File: src/rtl/eth_fcs_rx_strip_if.sv
// Byte-wide AXI-Stream channel for the RX FCS stripper.
// ETH_FCS_RX_TUSER_EN adds a tuser bit driven by the master side.
interface eth_fcs_rx_strip_if;
    logic [7:0] tdata;
    logic       tvalid;
    logic       tready;
    logic       tlast;
`ifdef ETH_FCS_RX_TUSER_EN
    logic       tuser;
`endif

    modport master (
        input  tready,
        output tdata,
        output tvalid,
`ifdef ETH_FCS_RX_TUSER_EN
        output tuser,
`endif
        output tlast
    );

    modport slave (
        input  tdata,
        input  tvalid,
        input  tlast,
        output tready
    );
endinterface

File: src/rtl/eth_fcs_rx_strip.sv
// RX Ethernet FCS check and strip: CRC-32 over whole frame, 4-byte hold delay.
// Optional ETH_FCS_RX_TUSER_EN flags bad/oversize frames on the tlast beat.
module eth_fcs_rx_strip #(
    parameter logic [31:0] CRC_INIT    = 32'hFFFFFFFF,
    parameter logic [31:0] CRC_RESIDUE = 32'hDEBB20E3,
    parameter int          MAX_LEN     = 1522,
    parameter int          LEN_W       = 16
) (
    input  logic               clk,
    input  logic               rst,
    eth_fcs_rx_strip_if.slave  s_axis,
    eth_fcs_rx_strip_if.master m_axis,
    output logic               bad_fcs,
    output logic               runt,
    output logic [LEN_W-1:0]   frame_len
);

    localparam logic [LEN_W-1:0] LEN_SAT  = '1;
    localparam logic [LEN_W-1:0] LEN_ONE  = LEN_W'(1);
    localparam logic [LEN_W-1:0] RUNT_LEN = LEN_W'(4);
    localparam logic [LEN_W-1:0] OVER_LEN = LEN_W'(MAX_LEN);

    function automatic logic [31:0] crc_step(input logic [31:0] c,
                                             input logic [7:0]  d);
        logic [31:0] x;
        x = c ^ {24'h0, d};
        for (int i = 0; i < 8; i++) begin
            x = x[0] ? ((x >> 1) ^ 32'hEDB88320) : (x >> 1);
        end
        return x;
    endfunction

    logic [3:0][7:0]  hold_q, hold_d;
    logic [2:0]       fill_q, fill_d;
    logic [31:0]      crc_q, crc_d, crc_nxt;
    logic [LEN_W-1:0] len_q, len_d, len_nxt;
    logic [7:0]       tdata_q, tdata_d;
    logic             tvalid_q, tvalid_d;
    logic             tlast_q, tlast_d;
    logic             bad_q, bad_d;
    logic             runt_q, runt_d;
    logic [LEN_W-1:0] flen_q, flen_d;
`ifdef ETH_FCS_RX_TUSER_EN
    logic             tuser_q, tuser_d;
`endif

    logic accept;
    logic full;
    logic eof;
    logic fcs_err;
    logic is_runt;
    logic is_over;

    assign s_axis.tready = !tvalid_q || m_axis.tready;
    assign accept        = s_axis.tvalid && s_axis.tready;
    assign full          = (fill_q == 3'd4);
    assign eof           = accept && s_axis.tlast;

    assign crc_nxt = crc_step(crc_q, s_axis.tdata);
    assign len_nxt = (len_q == LEN_SAT) ? len_q : len_q + LEN_ONE;
    assign fcs_err = (crc_nxt != CRC_RESIDUE);
    assign is_runt = (len_nxt <= RUNT_LEN);
    assign is_over = (len_nxt > OVER_LEN);

    // Hold buffer: slot 0 is the oldest byte, new bytes enter at the top.
    always_comb begin
        hold_d = hold_q;
        fill_d = fill_q;
        crc_d  = crc_q;
        len_d  = len_q;
        if (accept) begin
            if (full) begin
                hold_d = {s_axis.tdata, hold_q[3], hold_q[2], hold_q[1]};
            end else begin
                hold_d[fill_q[1:0]] = s_axis.tdata;
                fill_d              = fill_q + 3'd1;
            end
            if (s_axis.tlast) begin
                fill_d = 3'd0;
                crc_d  = CRC_INIT;
                len_d  = '0;
            end else begin
                crc_d  = crc_nxt;
                len_d  = len_nxt;
            end
        end
    end

    always_comb begin
        tvalid_d = tvalid_q;
        tdata_d  = tdata_q;
        tlast_d  = tlast_q;
`ifdef ETH_FCS_RX_TUSER_EN
        tuser_d  = tuser_q;
`endif
        if (accept && full) begin
            tvalid_d = 1'b1;
            tdata_d  = hold_q[0];
            tlast_d  = s_axis.tlast;
`ifdef ETH_FCS_RX_TUSER_EN
            tuser_d  = s_axis.tlast && (fcs_err || is_over);
`endif
        end else if (m_axis.tready) begin
            tvalid_d = 1'b0;
        end
    end

    always_comb begin
        bad_d  = eof && (fcs_err || is_runt || is_over);
        runt_d = eof && is_runt;
        flen_d = eof ? len_nxt : flen_q;
    end

    always_ff @(posedge clk) begin
        if (rst) begin
            hold_q   <= '0;
            fill_q   <= 3'd0;
            crc_q    <= CRC_INIT;
            len_q    <= '0;
            tvalid_q <= 1'b0;
            tdata_q  <= 8'h00;
            tlast_q  <= 1'b0;
            bad_q    <= 1'b0;
            runt_q   <= 1'b0;
            flen_q   <= '0;
        end else begin
            hold_q   <= hold_d;
            fill_q   <= fill_d;
            crc_q    <= crc_d;
            len_q    <= len_d;
            tvalid_q <= tvalid_d;
            tdata_q  <= tdata_d;
            tlast_q  <= tlast_d;
            bad_q    <= bad_d;
            runt_q   <= runt_d;
            flen_q   <= flen_d;
        end
    end

`ifdef ETH_FCS_RX_TUSER_EN
    always_ff @(posedge clk) begin
        if (rst) begin
            tuser_q <= 1'b0;
        end else begin
            tuser_q <= tuser_d;
        end
    end

    assign m_axis.tuser = tuser_q;
`endif

    assign m_axis.tvalid = tvalid_q;
    assign m_axis.tdata  = tdata_q;
    assign m_axis.tlast  = tlast_q;
    assign bad_fcs       = bad_q;
    assign runt          = runt_q;
    assign frame_len     = flen_q;

endmodule

File: src/flat_wrapper.sv
// flat-port wrapper written by rule: the top's interface ports become plain ports
module eth_fcs_rx_strip_flat 
#(
    parameter logic [31:0] CRC_INIT    = 32'hFFFFFFFF,
    parameter logic [31:0] CRC_RESIDUE = 32'hDEBB20E3,
    parameter int          MAX_LEN     = 1522,
    parameter int          LEN_W       = 16
)
  (clk, rst, bad_fcs, runt, frame_len, s_axis_tdata, s_axis_tvalid, s_axis_tlast, s_axis_tready, m_axis_tready, m_axis_tdata, m_axis_tvalid, m_axis_tlast);
  eth_fcs_rx_strip_if s_axis_i ();
  eth_fcs_rx_strip_if m_axis_i ();
  input  logic clk;
  input  logic rst;
  output logic bad_fcs;
  output logic runt;
  output logic [LEN_W-1:0] frame_len;
  input wire logic [$bits(s_axis_i.tdata)-1:0] s_axis_tdata;
  input wire logic [$bits(s_axis_i.tvalid)-1:0] s_axis_tvalid;
  input wire logic [$bits(s_axis_i.tlast)-1:0] s_axis_tlast;
  output wire logic [$bits(s_axis_i.tready)-1:0] s_axis_tready;
  input wire logic [$bits(m_axis_i.tready)-1:0] m_axis_tready;
  output wire logic [$bits(m_axis_i.tdata)-1:0] m_axis_tdata;
  output wire logic [$bits(m_axis_i.tvalid)-1:0] m_axis_tvalid;
  output wire logic [$bits(m_axis_i.tlast)-1:0] m_axis_tlast;
  assign s_axis_i.tdata = s_axis_tdata;
  assign s_axis_i.tvalid = s_axis_tvalid;
  assign s_axis_i.tlast = s_axis_tlast;
  assign s_axis_tready = s_axis_i.tready;
  assign m_axis_i.tready = m_axis_tready;
  assign m_axis_tdata = m_axis_i.tdata;
  assign m_axis_tvalid = m_axis_i.tvalid;
  assign m_axis_tlast = m_axis_i.tlast;
  eth_fcs_rx_strip #(.CRC_INIT(CRC_INIT), .CRC_RESIDUE(CRC_RESIDUE), .MAX_LEN(MAX_LEN), .LEN_W(LEN_W)) u_core (.clk(clk), .rst(rst), .s_axis(s_axis_i), .m_axis(m_axis_i), .bad_fcs(bad_fcs), .runt(runt), .frame_len(frame_len));
endmodule
File: config.mk
export PLATFORM = sky130hd
export DESIGN_NAME = eth_fcs_rx_strip_flat
export DESIGN_NICKNAME = d
export VERILOG_FILES = /design/src/rtl/eth_fcs_rx_strip_if.sv /design/src/rtl/eth_fcs_rx_strip.sv /design/src/flat_wrapper.sv
export SDC_FILE = /design/constraint.sdc
export NUM_CORES = 1
export LEC_CHECK = 0
export CORE_ASPECT_RATIO = 0.9
export CORE_MARGIN = 2
export CORE_UTILIZATION = 30
export CTS_CLUSTER_SIZE = 12
export DETAILED_ROUTE_END_ITERATION = 10
export DONT_BUFFER_PORTS = 1
export HOLD_SLACK_MARGIN = 0.02
export REMOVE_ABC_BUFFERS = 1
export SLEW_MARGIN = 20
export SYNTH_ARGS = -nofsm -noshare
export SYNTH_HDL_FRONTEND = slang
export SYNTH_SLANG_ARGS = --single-unit
File: constraint.sdc
create_clock -name clk -period 3.9 [get_ports clk]
set_clock_uncertainty 0.2 [all_clocks]
set_input_delay 0.585 -clock clk [delete_from_list [all_inputs] [get_ports clk]]
set_output_delay 0.585 -clock clk [all_outputs]
set_load 0.005 [all_outputs]
==> summary.md <==
| Metric | Value |
|---|---|
| Finished Layout Cells | roughly 920 |
| Post-Syn Area | 5769 sq um |
| Core ar. | approximately 19000 sq um |
| Cells after synthesis | 680 |
| Async S/R FF share, synth | 0% |
| Largest net degree at the start of global routing | 80 |
| # nets final | ~680 |
| Ant diodes | 0 |
| Final wirelength | 13730 microns |
| DR vias | 4527 |
| DP Cell Count | 899 |
| Critical path arrival | 3.04 ns |
| Htree depth | 3 |
| Total grt overflow | 0 |
| Register area share after synthesis | between 30% and 40% |
| Via-per-instance ratio | 4.948 |
| Clk buf depth | 2 |
| Total I/O pin count | between 40 and 50 |
| Synth area leader | dfxtp_1 |
| CTS tree | built |
| DRT Pass-1 Iters | 6 |
| GR Util All Layers | between 10% and 20% |
| Final non-filler cell area | 6351 sq um |
| Peak per-stage delay on the critical path | 0.49 ns |
| Most common cell after layout, fill and taps aside | dfxtp_1 |
| Syn-to-layout area delta | 10.08% |
| RSZ-0062 raised after global routing | false |
| Worst-path clk slew | about 0.080 ns |
| Final Cycle Share | 76.55% |
| Hold buffers post-CTS | 0 |
| Worst-margin pin slew | 0.7968 ns |
| Worst Path Max Fanout | 11 |
| Max VDD drop | 227.4 uV |
| Initial Utilization | 30.30% |
| Vias in the first global route | 4025 |
| Dominant synthesized flop cell | dfxtp_1 |
| # port buffers | 0 |
| Fin crit period | 2.985 ns |
| DRC | 0 |
| Yosys top cell area share | between 30% and 40% |
| Clk_lat worst skew | 0.36 ns |
| Inserted Clock Buffers | 9 |
| Yosys warns | 0 |
| CP max stage cell | dfxtp_1 |
| Initial drt markers | 326 |
| Antenna Nets Post-Route | 0 |
| EDFF count, synth | 0 |
| DIE WIDTH | between 150 and 200 microns |
| Post-CTS sizing | 0 |
| Slew headroom | 46.88% |
| First-pass GRT wire length | 22090 microns |
| Row cnt | between 40 and 50 |
| Final Hold Viols | 0 |
| Setup WS pre-CTS | 0.8041 ns |
| Cell area power density | 523.0 nW/um^2 |
| Drt wl/cell | between 15 and 20 microns |
| Max-cap violation count | 0 |
| Mapped Avg Cell Area | 8.484 sq um |
| Setup TNS | 0 ns |
| Die H | ~140 microns |
| CP Launch Type | flop |
| Status | complete, no violations |
| Die area | 20360 sq um |
| DP Area | 6000 sq um |
| Initial antenna violation count | 0 |
| Maximum clock frequency | 0.3350 GHz |
| Most frequent cells in the layout | dfxtp_1 (111), nor2_1 (97), nand2_1 (85) |
| Worst EP required | slightly below 4 ns |
| Lkg Pwr | 2.373 nW |
| Worst hold slack | 0.08829 ns |
| Pins Over Slew Limit | 0 |
| Critical Path Sink Type | flop |
| Fraction of layout cells with a size suffix above 1 | approximately 8.1% |
| Synth area leaders | dfxtp_1 (39%), xnor2_1 (7.0%), nor2_1 (6.3%) |
| CP Class | reg2reg |
| GPL Wtd Cong | 0.8073 |
| Yosys reg bits | ~110 |
| Worst setup margin | 0.9146 ns |
| Path type of the worst min-delay path | in2reg |
| Worst-path cell chain | ha_1, and3_1, nand4b_1, a2111o_1, a211oi_1, and4b_1, o2111ai_1, a21bo_1 |
| Synth unique cells | 63 |
| Setup Fix Bufs, Post-CTS | 0 |
| Clk sink count | 111 |
| Detailed Place HPWL | between 9000 and 10000 microns |
| Final setup viols | 0 |
| Root Driver | clkbuf_16 |
## stage by stage
step           util, %  power [mW]
6_report         33.36       3.322
5_1_grt          33.36       3.476
4_1_cts          33.36       3.340
3_5_place_dp     31.51       2.244
2_1_floorplan        -       2.054
3_3_place_gp     31.51       2.247
## where the power goes
part / leakage (nW) / switching, mW / internal, mW / total (mW)
logic: 1.29 / 0.519 / 0.437 / 0.956
registers: 0.905 / 0.0681 / 1.20 / 1.27
clock network: 0.173 / 0.444 / 0.650 / 1.09
## path summary, 6_finish.rpt
path | from | endpoint | slack [ns] | cells past startpoint
setup / recovery | u_core.len_q[0] | u_core.bad_fcs | 0.91 | 8
hold / removal | rst | u_core.len_q[3] | 0.09 | 1
setup reg to reg | u_core.len_q[0] | u_core.bad_fcs | 0.91 | 8
hold reg to reg | u_core.hold_q[5] | u_core.m_axis.tdata[5] | 0.25 | 2
## layout make-up
| type | count | area, sq um |
|---|---|---|
| Fill cell | 1969 | 12690 |
| Multi-Input combinational cell | 515 | 3337 |
| Sequential cell | 111 | 2222 |
| Tap cell | 250 | 312.8 |
| Clock buffer | 10 | 239.0 |
| Clock inverter | 6 | 112.6 |
| Timing Repair Buffer | 11 | 82.58 |
| Inverter | 12 | 45.04 |
## routing by layer
metal	up-vias	wire, microns	global-route usage (%)	share of wire [%]
met3	10	677	3.535	4.9
met5	-	0	0	0
met2	81	6009	20.47	44
met4	0	113	3.616	0.82
li1	2321	-	-	-
met1	2115	6928	19.73	50
## synthesized netlist by cell type, types with 3 or more instances
| cell | number |
|---|---|
| dfxtp_1 | 111 |
| nor2_1 | 97 |
| nand2_1 | 86 |
| xnor2_1 | 46 |
| a21oi_1 | 42 |
| clkbuf_1 | 35 |
| o211ai_1 | 28 |
| nand3_1 | 23 |
| xor2_1 | 22 |
| a31oi_1 | 18 |
| o22ai_1 | 17 |
| o21ai_0 | 16 |
| mux2i_1 | 15 |
| inv_1 | 12 |
| a211oi_1 | 11 |
| nor3_1 | 11 |
| ha_1 | 6 |
| xnor2_2 | 6 |
| nand2b_1 | 5 |
| xnor2_4 | 5 |
| a22oi_1 | 4 |
| nand4_1 | 4 |
| a22o_1 | 3 |
| and3_1 | 3 |
| buf_1 | 3 |
| or2_2 | 3 |
| or3_1 | 3 |
## critical path, delay by kind of cell, from the launching register on
kind	cells	cell delay [ns]
simple gates	3	0.84
flops	1	0.49
compound gates	4	0.97
fa+ha+maj	1	0.38
## sequential cells by signal, summed over array words and instances, names as in the netlist
name / flops
u_core.bad_fcs: 1
u_core.crc_q: 32
u_core.fill_q: 3
u_core.frame_len: 16
u_core.hold_q: 32
u_core.len_q: 16
u_core.m_axis.tdata: 8
u_core.m_axis.tlast: 1
u_core.m_axis.tvalid: 1
u_core.runt: 1
## cell families after synthesis
family | share of synthesized area (%)
compound gates | 17.85
fa+ha+maj | 1.301
xor+xnor | 16.63
buf+inv | 3.969
mux | 2.602
simple gates | 19.13
flops | 38.52
(Power assumes the default switching activity.)
